<file path="config.mk">
export PLATFORM = sky130hd
export DESIGN_NAME = multdiv_unit
export DESIGN_NICKNAME = d
export VERILOG_FILES = /design/src/rtl/multdiv_unit.sv
export SDC_FILE = /design/constraint.sdc
export NUM_CORES = 1
export LEC_CHECK = 0
export CAP_MARGIN = 20
export CORE_UTILIZATION = 55
export CTS_BUF_LIST = sky130_fd_sc_hd__clkbuf_8
export CTS_CLUSTER_SIZE = 40
export DETAILED_ROUTE_END_ITERATION = 8
export PLACE_DENSITY = 0.74
export SETUP_SLACK_MARGIN = 0.2
export SLEW_MARGIN = 40
export SYNTH_ARGS = -nofsm -noshare
export SYNTH_HDL_FRONTEND = slang
export SYNTH_SLANG_ARGS = --single-unit
</file>
<file path="constraint.sdc">
create_clock -name clock -period 7.9 [get_ports clock]
set_input_delay 2.37 -clock clock [delete_from_list [all_inputs] [get_ports clock]]
set_output_delay 2.37 -clock clock [all_outputs]
set_load 0.02 [all_outputs]
</file>
<file path="src/rtl/multdiv_unit.sv">
// Iterative signed 32-bit multiply/divide unit.
// Multiply: 32 shift-add steps (last step subtracts, MSB weight is -2^31).
// Divide: 32 restoring shift-subtract steps on magnitudes, then sign fix.
// Ports:
//   clock, reset                 : rising-edge clock, synchronous active-high reset
//   data_operandA/B              : signed operands, latched on the start edge
//   ctrl_MULT, ctrl_DIV          : one-cycle start pulses (MULT has priority)
//   data_result, data_exception  : registered result / overflow-or-div0 flag
//   data_resultRDY               : one-cycle completion pulse
//   busy                         : high while an operation is in flight
module multdiv_unit (
   input  logic        clock,
   input  logic        reset,
   input  logic [31:0] data_operandA,
   input  logic [31:0] data_operandB,
   input  logic        ctrl_MULT,
   input  logic        ctrl_DIV,
   output logic [31:0] data_result,
   output logic        data_exception,
   output logic        data_resultRDY,
   output logic        busy
);

   localparam int unsigned W  = 32;
   localparam int unsigned CW = 5;

   typedef enum logic [1:0] {S_IDLE, S_MULT, S_DIV, S_DONE} state_t;

   state_t          r_state;
   state_t          w_next;
   logic            w_start;
   logic            w_last;

   logic [CW-1:0]   r_cnt;
   logic [2*W-1:0]  r_acc;
   logic [2*W-1:0]  r_mcand;
   logic [W-1:0]    r_mplier;
   logic [W-1:0]    r_rem;
   logic [W-1:0]    r_quo;
   logic [W-1:0]    r_dvsr;
   logic            r_neg;
   logic            r_dz;
   logic            r_ovf;

   logic [2*W-1:0]  w_addend;
   logic [2*W-1:0]  w_acc_nxt;
   logic            w_mult_ovf;
   logic [W:0]      w_rem_sh;
   logic [W:0]      w_diff;
   logic [W-1:0]    w_rem_nxt;
   logic [W-1:0]    w_quo_nxt;
   logic [W-1:0]    w_div_res;

   // State register
   always_ff @(posedge clock) begin
      if (reset) r_state <= S_IDLE;
      else       r_state <= w_next;
   end

   // Next-state logic; start accepted only from IDLE/DONE
   always_comb begin
      w_next  = r_state;
      w_start = 1'b0;
      w_last  = 1'b0;
      case (r_state)
         S_IDLE, S_DONE: begin
            w_next = S_IDLE;
            if (ctrl_MULT) begin
               w_next  = S_MULT;
               w_start = 1'b1;
            end else if (ctrl_DIV) begin
               w_next  = S_DIV;
               w_start = 1'b1;
            end
         end
         S_MULT, S_DIV: begin
            if (r_cnt == CW'(W - 1)) begin
               w_next = S_DONE;
               w_last = 1'b1;
            end
         end
         default: w_next = S_IDLE;
      endcase
   end

   // Multiply step: the final partial product carries negative weight
   always_comb begin
      w_addend   = r_mplier[0] ? r_mcand : '0;
      w_acc_nxt  = (r_cnt == CW'(W - 1)) ? (r_acc - w_addend) : (r_acc + w_addend);
      w_mult_ovf = !((&w_acc_nxt[2*W-1:W-1]) || !(|w_acc_nxt[2*W-1:W-1]));
   end

   // Restoring divide step; quotient bits shift into r_quo as dividend bits leave
   always_comb begin
      w_rem_sh  = {r_rem, r_quo[W-1]};
      w_diff    = w_rem_sh - {1'b0, r_dvsr};
      w_quo_nxt = {r_quo[W-2:0], ~w_diff[W]};
      w_rem_nxt = w_diff[W] ? w_rem_sh[W-1:0] : w_diff[W-1:0];
      w_div_res = r_dz ? '0 : (r_neg ? (W'(0) - w_quo_nxt) : w_quo_nxt);
   end

   // Datapath and registered outputs
   always_ff @(posedge clock) begin
      if (reset) begin
         r_cnt          <= '0;
         r_acc          <= '0;
         r_mcand        <= '0;
         r_mplier       <= '0;
         r_rem          <= '0;
         r_quo          <= '0;
         r_dvsr         <= '0;
         r_neg          <= 1'b0;
         r_dz           <= 1'b0;
         r_ovf          <= 1'b0;
         data_result    <= '0;
         data_exception <= 1'b0;
         data_resultRDY <= 1'b0;
         busy           <= 1'b0;
      end else begin
         data_resultRDY <= w_last;
         busy           <= (w_next == S_MULT) || (w_next == S_DIV);
         if (w_start) begin
            r_cnt    <= '0;
            r_acc    <= '0;
            r_mcand  <= {{W{data_operandA[W-1]}}, data_operandA};
            r_mplier <= data_operandB;
            r_rem    <= '0;
            r_quo    <= data_operandA[W-1] ? (W'(0) - data_operandA) : data_operandA;
            r_dvsr   <= data_operandB[W-1] ? (W'(0) - data_operandB) : data_operandB;
            r_neg    <= data_operandA[W-1] ^ data_operandB[W-1];
            r_dz     <= (data_operandB == '0);
            r_ovf    <= (data_operandA == {1'b1, {(W-1){1'b0}}}) && (&data_operandB);
         end else if (r_state == S_MULT) begin
            r_acc    <= w_acc_nxt;
            r_mcand  <= r_mcand << 1;
            r_mplier <= r_mplier >> 1;
            r_cnt    <= r_cnt + CW'(1);
         end else if (r_state == S_DIV) begin
            r_rem    <= w_rem_nxt;
            r_quo    <= w_quo_nxt;
            r_cnt    <= r_cnt + CW'(1);
         end
         if (w_last) begin
            if (r_state == S_MULT) begin
               data_result    <= w_acc_nxt[W-1:0];
               data_exception <= w_mult_ovf;
            end else begin
               data_result    <= w_div_res;
               data_exception <= r_dz | r_ovf;
            end
         end
      end
   end

endmodule

</file>
# [Word-level counts from Yosys, hierarchy flattened]
# Index checks and enable logic that the tools add are counted.
[totals] ff_bits=301 latchBits=0 ram_bits=0 rom_bits=0 in_bits=68 output_inout_bits=35 n_memories=0
[op_classes] add_sub_neg=7 n_mul=0 div=0 order_cmp=0 eq_ne=8 shifts=0 n_mux=27 bitwise_logic=4 n_reduce_logical=18
[ops] operator="$mux W32" n=11
[ops] operator="$mux W64" n=4
[ops] operator="$sub A1 B32 Y32 const A" n=3
[ops] operator="$add A64 B64 Y64" n=1
[ops] operator="$sub A64 B64 Y64" n=1
[ops] operator="$reduce_and A33 Y1" n=1
[ops] operator="$reduce_or A33 Y1" n=1
[ops] operator="$sub A33 B32 Y33" n=1
[ops] operator="$eq A32 B32 Y1 const B" n=1
[ops] operator="$logic_not A32 Y1" n=1
[ops] operator="$reduce_and A32 Y1" n=1
[ops] operator="$mux W5" n=2
[ops] operator="$eq A2 B2 Y1 const B" n=3
[ops] operator="$mux W1" n=6
[ops] operator="$mux W2" n=3
[ops] operator="$reduce_bool A2 Y1" n=3
[ops] operator="$reduce_or A2 Y1" n=3
[ops] operator="$add A5 B1 Y5 const B" n=1
[ops] operator="$eq A5 B5 Y1 const B" n=1
[ops] operator="$eq A2 B1 Y1 const B" n=2
[ops] operator="$pmux W2 S2" n=1
[ops] operator="$reduce_and A2 Y1" n=2
[ops] operator="$logic_not A1 Y1" n=2
[ops] operator="$logic_not A2 Y1" n=1
[ops] operator="6 further kinds" n=8

# [Longest topological paths before layout]
[logic_depth] word_depth=8 mapped_depth=30 depth_no_buf=25

# [Worst setup path before layout]
# No wires, ideal clock.
[synth_timing] kind="register to register" from="reg r_mplier[0]" to="reg data_exception" setup_ps=129 arrival_time_ps=6421 required_ps=7771 setup_slack_ps=1350 path_stages_with_launch=29 n_path_buf=7 path_cell_list="dfxtp_1 -> clkbuf_1 -> clkbuf_1 -> clkbuf_1 -> buf_1 -> clkbuf_1 -> nand2_1 -> ha_1 -> nand2_1 -> a21oi_1 -> a21boi_1 -> nor2_1 -> or2_2 -> clkbuf_1 -> o211ai_1 -> ha_1 -> clkbuf_1 -> nand4_1 -> a211oi_1 -> o21a_1 -> o21ai_0 -> a211oi_1 -> and4b_1 -> a311oi_1 -> nand2_1 -> or4_1 -> or4_1 -> o311ai_0 -> nand2_1"
[synth_via] elab_chain_len=8 word_cells_on_any_way=10 cone_classes="2 x add/sub; 3 x mux; 5 x reduce/logical"
[synth_lines] element="from (decl)" line="37" rtl="logic [W-1:0] r_mplier;"
[synth_lines] element="from (signal assigned)" line="126" rtl="r_mplier <= data_operandB;"
[synth_lines] element="from (signal assigned)" line="136" rtl="r_mplier <= r_mplier >> 1;"
[synth_lines] element="$mux W64 (*)" line="88" rtl="w_addend = r_mplier[0] ? r_mcand : '0;"
[synth_lines] element="$add A64 B64 Y64 / $sub A64 B64 Y64 (equally long branches)" line="89" rtl="w_acc_nxt = (r_cnt == CW'(W - 1)) ? (r_acc - w_addend) : (r_acc + w_addend);"
[synth_lines] element="$mux W64 (*)" line="89"
[synth_lines] element="$reduce_or A33 Y1" line="90" rtl="w_mult_ovf = !((&w_acc_nxt[2*W-1:W-1]) || !(|w_acc_nxt[2*W-1:W-1]));"
[synth_lines] element="$logic_not A1 Y1" line="90"
[synth_lines] element="$logic_or A1 B1 Y1 (*)" line="90"
[synth_lines] element="$logic_not A1 Y1 (*)" line="90"
[synth_lines] element="$mux W1 (*)" line="144" rtl="if (r_state == S_MULT) begin"
[synth_lines] element="to (signal assigned)" line="146" rtl="data_exception <= w_mult_ovf;"
[synth_lines] element="to (signal assigned)" line="149" rtl="data_exception <= r_dz | r_ovf;"
[synth_lines] element="to (decl)" line="19" rtl="output logic data_exception,"
# Mark *: on every way between the ends. The rest lies on a longest branch, timed or not.
# A chain may end at the register's enable or synchronous reset.

# [Final worst setup path]
[layout_timing] from="reg r_mcand[6]" to="reg data_exception"
[layout_via] elab_chain_len=8 word_cells_on_any_way=10 cone_classes="2 x add/sub; 3 x mux; 5 x reduce/logical"
[layout_lines] element="from (decl)" line="36" rtl="logic [2*W-1:0] r_mcand;"
[layout_lines] element="from (signal assigned)" line="125" rtl="r_mcand <= {{W{data_operandA[W-1]}}, data_operandA};"
[layout_lines] element="from (signal assigned)" line="135" rtl="r_mcand <= r_mcand << 1;"
[layout_lines] element="$mux W64 (*)" line="88"
[layout_lines] element="$add A64 B64 Y64 / $sub A64 B64 Y64 (equally long branches)" line="89"
[layout_lines] element="$mux W64 (*)" line="89"
[layout_lines] element="$reduce_or A33 Y1" line="90"
[layout_lines] element="$logic_not A1 Y1" line="90"
[layout_lines] element="$logic_or A1 B1 Y1 (*)" line="90"
[layout_lines] element="$logic_not A1 Y1 (*)" line="90"
[layout_lines] element="$mux W1 (*)" line="144"
# Marks and branches as above.

==> impl_metrics.env <==
export IMPL_finalMaxSlewViolations=0
export IMPL_ctsHoldBuffers=0
export IMPL_tightest_slew_ns=0.787
export IMPL_crit_chain="or3_1 -> or4_1 -> nor2_1 -> nand2_1 -> a21oi_1 -> a21boi_1 -> nor2_1 -> or2_2 -> o211ai_1 -> ha_1 -> o21ai_0 -> a211oi_1 -> o21a_1 -> o2111a_1 -> nor3b_2 -> a211oi_1 -> a211oi_1 -> nand2_1 -> or4_1 -> or4_1 -> o311ai_0 -> nand2_1"
export IMPL_finalHoldViolCount=0
export IMPL_crit_family="simple AND/OR/NAND/NOR gates"
export IMPL_synth_area_leaders="dfxtp_1 (28%), nor2_1 (7.0%), a21oi_1 (6.6%)"
export IMPL_first_pass_iters=5
export IMPL_top_layer="met5"
export IMPL_vias=21500
export IMPL_crit_path_start_kind="flip-flop"
export IMPL_drt_iter0_markers=1709
export IMPL_finalCritPeriodShare=0.910
export IMPL_netlist_area_sq_um=21700
export IMPL_rsz0062_at_grt="false"
export IMPL_grt_pass1_vias=19700
export IMPL_nets=3052
export IMPL_crit_path_max_fanout=13
export IMPL_path_class="reg -> reg"
export IMPL_ys_warn_count=0
export IMPL_die_h_microns=200
export IMPL_post_cts_resized=0
export IMPL_io_buffers=102
export IMPL_ys_seq_area_frac=0.278
export IMPL_rows=72
export IMPL_viasPerCell=6.24
export IMPL_drc=0
export IMPL_critPathRequiredTime_ns=8.42
export IMPL_coreArea_sq_um=38700
export IMPL_power_leakage_nw=9.34
export IMPL_yosysTopAreaCellShare=0.278
export IMPL_grt_max_degree=96
export IMPL_numCtsBuffers=55
export IMPL_slew_limit_headroom=0.469
export IMPL_dieArea_sq_um=40200
export IMPL_post_cts_setup_buffers=0
export IMPL_slowest_stage="a21boi_1"
export IMPL_critPathBufInv=0
export IMPL_arrival_ns=7.71
export IMPL_grt_pass1_wl_microns=105000
export IMPL_synth_cells=2881
export IMPL_setup_viol=0
export IMPL_ant_nets=0
export IMPL_htreeDepth=2
export IMPL_cts_tree="done"
export IMPL_reg2reg_to="data_exception"
export IMPL_synth_top_area_cell="dfxtp_1"
export IMPL_cp_slowest_stage_delay_ns=0.61
export IMPL_clock_skew_final_ns=0.0431
export IMPL_cts_sinks=301
export IMPL_fin_total_pwr_mw=8.61
export IMPL_wl_met2_microns=28900
export IMPL_path_clk_slew_ns=0.06
export IMPL_grtUsageTotal=0.322
export IMPL_synth_top_flop_cell="dfxtp_1"
export IMPL_powerDensity_nw_per_um2=356
export IMPL_gp_congestion=0.947
export IMPL_hold_start="r_acc[42]"
export IMPL_multiInputGateArea_sq_um=14800
export IMPL_clockBufferDepth=3
export IMPL_r2r_start="r_mcand[6]"
export IMPL_fin_hold_ws_ns=0.472
export IMPL_holdPathEnd="r_acc[42]"
export IMPL_area_growth_pct=11.5
export IMPL_wl_per_cell_microns=19.3
export IMPL_yosysUniqueCellTypes=78
export IMPL_cap_violations=0
export IMPL_register_area_sq_um=6030
export IMPL_route_met3_wl_microns=5630
export IMPL_crit_path_end_kind="flip-flop"
export IMPL_min_period_ns=7.19
export IMPL_reg2reg_slack_ns=0.71
export IMPL_routed_wirelength_microns=66200
export IMPL_dp_hpwl_microns=49000
export IMPL_antenna_found_initial=1
export IMPL_hp_class="reg -> reg"
export IMPL_ys_async_sr_fraction=0
export IMPL_cts_root_buf="clkbuf_8"
export IMPL_overflow=0
export IMPL_clkLatencyLatePin_ns=0.68
export IMPL_pin_count=103
export IMPL_setup_tns_ns=0
export IMPL_fill_cells=3494
export IMPL_drt_met1_wl_microns=30200
export IMPL_hold_path_depth=2
export IMPL_status="complete, no violations"
export IMPL_r2r_cells=22
export IMPL_start_util=0.559
export IMPL_antennaDiodeCount=0
export IMPL_drive_above_1_share=0.0558
export IMPL_ys_ff_latch=301
export IMPL_synth_edf_count=0
export IMPL_max_freq_mhz=139
export IMPL_die_x_microns=200
export IMPL_synth_nets=3055
export IMPL_peakVddDrop_mv=0.181
export IMPL_syn_area_per_cell_sq_um=7.52
## metal layers
layer	vias up	GRT usage
met1	10100	0.458
met5	-	0
met3	103	0.0570
met2	806	0.495
met4	2	0.0965
li1	10400	-
## final cells by class
type,count,share of cell area
flip-flops and latches,301,0.250
well taps,518,0.0268
clock inverters,27,0.00922
clock buffers,73,0.0416
multi-input cells,2316,0.610
inverters,78,0.0121
repair buffers,126,0.0504
## worst register-to-register path, cell delays in order (launching register included)
cell and delay, ns:
dfxtp_1 0.36, or3_1 0.45, or4_1 0.49, nor2_1 0.14
nand2_1 0.06, a21oi_1 0.23, a21boi_1 0.61, nor2_1 0.18
or2_2 0.47, o211ai_1 0.16, ha_1 0.33, o21ai_0 0.25
a211oi_1 0.11, o21a_1 0.18, o2111a_1 0.35, nor3b_2 0.44
a211oi_1 0.14, a211oi_1 0.53, nand2_1 0.08, or4_1 0.58
or4_1 0.50, o311ai_0 0.33, nand2_1 0.08
## cells by family (layout without fill, tap and decap cells)
family	Yosys count	in the layout	synth area share
xor gates and xnor gates	204	204	0.0825
muxes	131	131	0.0607
AOI/OAI and AO/OA	859	859	0.257
buffers and inverters	264	304	0.0457
DFF	301	301	0.278
and+or+nand+nor	1016	1016	0.214
adders and majority gates	106	106	0.0619
## worst max-delay path by stage
stage	start	end	slack (ns)	cells past startpoint
floorplan	r_mplier[0]	data_exception	1.35	28
global placement	r_mcand[6]	data_exception	0.98	21
detailed placement	r_mcand[6]	data_exception	0.89	22
CTS	r_mcand[6]	data_exception	0.83	22
global route	r_mcand[6]	data_exception	0.28	22
finish	r_mcand[6]	data_exception	0.71	22
## cell usage after synthesis, drive strengths merged, types with 9 or more instances
cell type  count
a31oi         24
nand4         37
and2          12
xor2         130
clkbuf       168
xnor2         74
o31ai         40
nand2        296
nor2b         16
nor2         403
mux2i        127
or4           30
nand3         55
or2           12
nor3          40
a311oi        33
o211ai        25
nand2b        29
dfxtp        301
a211oi       167
ha           104
o41ai         13
a21oi        286
o21ai        130
o21a          14
a21o          48
nor4          27
or3           21
o21bai        12
nor3b          9
inv           78
buf           18
## layout by cell type, fill, tap and decap left out, types with 73 or more instances in the layout
cell,synthesis,routed
inv_1,78,87
clkdlybuf4s50_1,0,101
a211oi_1,167,167
dfxtp_1,301,299
xor2_1,130,129
nand2_1,295,295
clkbuf_8,0,73
a21oi_1,286,286
o21ai_0,128,128
ha_1,104,101
mux2i_1,127,127
nor2_1,403,400
xnor2_1,74,74
## where the power goes
group	internal, mW	leakage (nW)	switching [mW]	total, mW
Sequential	1.81	2.47	0.366	2.18
Combinational	1.75	6.20	3.02	4.77
Clock	0.928	0.678	0.730	1.66
Total	4.49	9.34	4.12	8.61
## state kept, by name, indices dropped and copies added (netlist names), 2 cells and up
signal and flops:
r_state 2, r_quo 32, r_cnt 5, r_rem 32, r_mplier 32, r_dvsr 32, r_acc 64, r_mcand 64
data_result 32
## through the flow
stage / util / setup slack (ns) / area [sq um] / instances
floorplan: - / 1.35 / 21700 / 2881
global placement: 0.591 / 0.978 / 22900 / 3338
detailed placement: 0.591 / 0.885 / 22900 / 3338
CTS: 0.623 / 0.826 / 24100 / 3438
global route: 0.624 / 0.278 / 24200 / 3439
finish: 0.624 / 0.709 / 24200 / 3439
Note: power is estimated with default switching activity, not from simulation.
